==> src/rtl/mcc_add_scheduler.sv <==
// mcc_add_scheduler: round-robin time-sharing of one multi-cycle adder between NREQ requesters
// Ports: clk/rst (async, active-high); req_valid/req_a/req_b/req_ready request handshake;
// rsp_valid/rsp_sum one-hot result strobe and shared sum; add_a/add_b/add_s external adder;
// busy high while an operation is in flight; grant_id current or last grantee.
module mcc_add_scheduler #(
  parameter int NREQ = 4,
  parameter int WIDTH = 16,
  parameter int SETTLE = 2
) (
  input  logic                               clk,
  input  logic                               rst,
  input  logic [NREQ-1:0]                    req_valid,
  input  logic [NREQ*WIDTH-1:0]              req_a,
  input  logic [NREQ*WIDTH-1:0]              req_b,
  output logic [NREQ-1:0]                    req_ready,
  output logic [NREQ-1:0]                    rsp_valid,
  output logic [WIDTH:0]                     rsp_sum,
  output logic [WIDTH-1:0]                   add_a,
  output logic [WIDTH-1:0]                   add_b,
  input  logic [WIDTH:0]                     add_s,
  output logic                               busy,
  output logic [(NREQ>1?$clog2(NREQ):1)-1:0] grant_id
);
  localparam int IW = NREQ > 1 ? $clog2(NREQ) : 1;
  localparam int CW = $clog2(SETTLE) + 1;
  typedef enum logic [1:0] {IDLE, WAIT, RESP} state_t;
  state_t state, state_n;
  logic [IW-1:0] rr_ptr, win, idx;
  logic [CW-1:0] cnt;
  logic found, accept;
  // first valid requester scanning upward from rr_ptr, wrapping at NREQ
  always_comb begin
    found = 1'b0;
    win = '0;
    idx = '0;
    for (int k = 0; k < NREQ; k++) begin
      idx = IW'((int'(rr_ptr) + k) % NREQ);
      if (!found && req_valid[idx]) begin
        found = 1'b1;
        win = idx;
      end
    end
  end
  always_comb begin
    accept = state == IDLE && found;
    req_ready = accept ? NREQ'(1) << win : '0;
    state_n = accept ? WAIT : (state == WAIT && cnt == '0) ? RESP : state == RESP ? IDLE : state;
  end
  assign busy = state != IDLE;
  assign rsp_valid = state == RESP ? NREQ'(1) << grant_id : '0;
  always_ff @(posedge clk or posedge rst)
    if (rst) state <= IDLE;
    else state <= state_n;
  // add_a/add_b load only on accept so the carry chain stays quiet between operations
  always_ff @(posedge clk or posedge rst) begin
    if (rst) begin
      rr_ptr <= '0;
      cnt <= '0;
      add_a <= '0;
      add_b <= '0;
      rsp_sum <= '0;
      grant_id <= '0;
    end else if (accept) begin
      add_a <= req_a[win*WIDTH +: WIDTH];
      add_b <= req_b[win*WIDTH +: WIDTH];
      grant_id <= win;
      rr_ptr <= win == IW'(NREQ - 1) ? '0 : win + 1'b1;
      cnt <= CW'(SETTLE - 1);
    end else if (state == WAIT) begin
      if (cnt == '0) rsp_sum <= add_s;
      else cnt <= cnt - 1'b1;
    end
  end
endmodule

==> config.mk <==
export PLATFORM = sky130hd
export DESIGN_NAME = mcc_add_scheduler
export DESIGN_NICKNAME = d
export VERILOG_FILES = /design/src/rtl/mcc_add_scheduler.sv
export SDC_FILE = /design/constraint.sdc
export NUM_CORES = 1
export LEC_CHECK = 0
export CORE_AREA = 2 2 81 83
export DETAILED_ROUTE_END_ITERATION = 10
export DIE_AREA = 0 0 83 85
export DONT_BUFFER_PORTS = 1
export GPL_TIMING_DRIVEN = 0
export PLACE_DENSITY = 0.8
export SLEW_MARGIN = 25
export SYNTH_ARGS = -nofsm -noshare
export SYNTH_HDL_FRONTEND = slang
export SYNTH_SLANG_ARGS = --single-unit
==> constraint.sdc <==
create_clock -name clk -period 3.75 [get_ports clk]
set_input_delay 0.1875 -clock clk [delete_from_list [all_inputs] [get_ports clk]]
set_output_delay 0.1875 -clock clk [all_outputs]
set_load 0.01 [all_outputs]
==> impl_summary.txt <==
----------------------------------------------------
[Outcome]
  Status ... finished clean

[Yosys]
  Share of synthesized area occupied by flip-flops and latches ... 0.430
  Area share of the largest cell type after synthesis ... 0.430
  Area of the mapped netlist ... 0.00332 mm²
  Cell type with the largest total area after synthesis ... sky130_fd_sc_hd__dfrtp_1
  Number of flops mapped to enable cells by yosys ... 0
  Average cell area after synthesis ... 11.8 µm²
  Async set-or-reset flop fraction in the synthesized netlist ... 1.00
  Number of distinct standard cells referenced by the synthesized netlist ... 40
  Total of flip-flops plus latches after synthesis ... 57
  Net count after synthesis ... 435
  Top FF cell, synth ... sky130_fd_sc_hd__dfrtp_1
  Number of warnings reported in the yosys synthesis log ... 0
  Post-synthesis cell count ... 282
  Dominant cells by area after synthesis ... sky130_fd_sc_hd__dfrtp_1 43%, sky130_fd_sc_hd__o221ai_2 13%, sky130_fd_sc_hd__mux2i_1 10%

[Setup path]
  End of the worst register-to-register path ... rr_ptr[1]
  Data required time at the worst endpoint ... 3.56 ns
  Biggest fanout along the worst timing path ... 10
  Startpoint of the lowest-slack register-to-register path ... rr_ptr[1]
  Kind of critical path ... reg2out
  CP endpoint kind ... output port
  Setup slack of the worst register-to-register path ... 1.75 ns
  Path depth of the worst reg2reg path ... 8
  Startpoint type of the worst setup path ... flop
  Peak per-stage delay on the critical path ... 0.41 ns
  Series of cell instances along the critical path ... buf_4 -> or3b_1 -> o221ai_2 -> buf_6 -> inv_1 -> ha_1 -> and2_1
  Slowest stage cell on the critical path ... sky130_fd_sc_hd__or3b_1
  Worst Path Arrival ... 2.19 ns

[Placed design]
  DP Area ... 0.00344 mm²
  Number of port buffers ... 0
  Last weighted congestion value of the routability-driven placer ... 0.781
  DP Wirelength ... 6.42 mm

[STA]
  Worst slew slack as a fraction of its limit ... 0.595
  Fmax ... 421 MHz
  Number of max-slew violations in the final report ... 0
  Slew at the pin with the worst max-slew slack ... 0.608 ns
  Final critical-path required period ... 2.38 ns
  TNS Setup ... 0 ns
  Endpoints failing setup ... 0
  Worst hold slack ... 0.00686 ns
  Fin Clk Skew ... 0.0106 ns
  Share of the cycle needed by the critical path after routing ... 0.633
  RSZ-0062 raised after global routing ... false
  Count of endpoints failing hold in the final timing report ... 0

[Layout]
  Layout-stage area growth over the synthesis result ... 18.9%
  Most frequent cells in the layout ... 57 x sky130_fd_sc_hd__dfrtp_1, 38 x sky130_fd_sc_hd__inv_1, 33 x sky130_fd_sc_hd__mux2i_1
  Share of cells above drive strength 1 ... 0.264
  Area of all sequential standard cells ... 0.00143 mm²
  Nets@finish ... 474
  Area of all placed cells without fillers ... 0.00394 mm²
  Final antenna diode count ... 0
  Combined area of the multi-input logic cells ... 0.00160 mm²
  Fill cell total of the finished layout ... 479
  Most frequent standard cell in the layout excluding fill and tap cells ... sky130_fd_sc_hd__dfrtp_1

[Clock tree]
  Total of cells resized after clock tree synthesis ... 0
  H-tree depth ... 3
  Clock insertion delay at the later pin of the skew report ... 0.33 ns
  Num CTS Buffers ... 9
  Register clock-pin slew on the reported worst setup and hold paths ... 0.07 ns
  Max Root-Sink Buffers ... 2
  Root Buffer ... sky130_fd_sc_hd__clkbuf_8
  CTS Sinks ... 57
  CTS tree ... built

[Detailed routing]
  Number of iterations in the first detailed-routing pass ... 4
  Routed vias ... 2533
  Number of nets with antenna violations after detailed routing ... 0
  Number of DRC violations after detailed routing ... 0
  Vias per cell ... 6.29
  Total wire length ... 8.96 mm
  DRC marker count from the first detailed-route iteration ... 104
  Average wire length per cell after detail routing ... 22.2 µm

[Global route]
  Number of antenna violations at the first check in global routing ... 0
  Maximum number of pins on one net before global-route repair ... 47
  First-pass GRT wire length ... 13.9 mm
  Remaining global-route overflow ... 0
  Number of global-route vias before repair ... 2662
  Tot GR Track Use ... 0.253

[Worst hold path]
  Worst-case hold path end point ... add_b[3]
  Cell depth of the worst hold path ... 2
  Class of the tightest hold or removal check ... in2reg
  Hold path startpoint ... req_b[19]

[Floorplan]
  # rows ... 29
  Die footprint ... 0.00706 mm²
  Effective utilization at floorplan ... 0.535
  Count of pins on the block boundary ... 211
  Die H ... 85 µm
  Die extent in x ... 83 µm
  Core region area ... 0.00620 mm²

[Pwr]
  Static leakage ... 0.00178 µW
  Pwr dens ... 833 mW/mm²
  Power, Total ... 3290 µW
  Max VDD drop ... 0.431 mV

[Job]
  Max-capacitance violation count ... 0

----------------------------------------------------
==> through the flow <==
stage	util	cells	setup slack (ns)
2_1_floorplan	-	282	1.89
3_3_place_gp	0.550	359	1.55
3_5_place_dp	0.555	360	1.71
4_1_cts	0.634	402	1.35
5_1_grt	0.635	403	1.26
6_report	0.635	403	1.37
==> metal layers <==
metal | global-route usage | vias to the layer above | routed length (µm)
li1 | - | 1137 | -
met1 | 0.308 | 1243 | 3530
met2 | 0.430 | 137 | 4640
met3 | 0.0652 | 16 | 638
met4 | 0.101 | 0 | 159
met5 | 0 | - | 0
==> cell families after synthesis <==
group                    after synthesis  share of synthesized area
AO/OA/AOI/OAI                         81                      0.260
buffers and inverters                 58                     0.0879
flip-flops                            57                      0.430
multiplexers                          50                      0.157
AND/OR/NAND/NOR                       33                     0.0551
adder cells (fa/ha/maj)                2                    0.00754
XOR/XNOR                               1                    0.00264
==> worst max-delay path by stage <==
stage / start / slack (ns) / end
finish: rr_ptr[1] / 1.37 / req_ready[3]
CTS: rr_ptr[1] / 1.35 / req_ready[3]
floorplan: rr_ptr[1] / 1.89 / req_ready[3]
global placement: rst / 1.55 / rsp_sum[14]
detailed placement: rr_ptr[1] / 1.71 / req_ready[3]
global route: rr_ptr[1] / 1.26 / req_ready[3]
==> Yosys cell counts, drive strengths merged, types with 2 or more instances <==
cell type / count
o221ai: 33
buf: 17
inv: 39
nand2b: 2
or2: 2
nor3b: 2
mux2: 17
o21ai: 2
nor2b: 2
a21o: 3
and3: 2
mux2i: 33
a21oi: 2
ha: 2
clkbuf: 2
nand2: 11
dfrtp: 57
nor2: 6
a22oi: 32
o21a: 3
==> where the power goes <==
group / total, µW / switching [µW] / internal (µW)
sequential: 1310 / 381 / 929
combinational: 1300 / 643 / 661
clock: 671 / 262 / 408
==> state kept, by name (all words and copies together) (netlist names) <==
register and flops:
rsp_sum 17, cnt 2, rr_ptr 2, grant_id 2, add_b 16, add_a 16, state 2
==> area by class of cell <==
type                            count  share of cell area
Tap cell                           77              0.0244
Multi-Input combinational cell    167               0.406
Sequential cell                    57               0.362
Buffer                             19              0.0368
Clock inverter                      5              0.0197
Timing Repair Buffer               28              0.0755
Clock buffer                       11              0.0384
Inverter                           39              0.0378
==> timing repair <==
action | in CTS | in global routing
hold buffers | 26 | 1
hold endpoints to repair | 82 | 1
setup buffers | 0 | 0
==> worst max-delay path: cells and delay by family, from the launching register on <==
| family | cells | cell delay, ns |
|---|---|---|
| AOI/OAI and AO/OA | 1 | 0.23 |
| adders and majority gates | 1 | 0.18 |
| buffers and inverters | 3 | 0.49 |
| DFF | 1 | 0.36 |
| and+or+nand+nor | 2 | 0.59 |
Power figures use the tool's default switching activity.
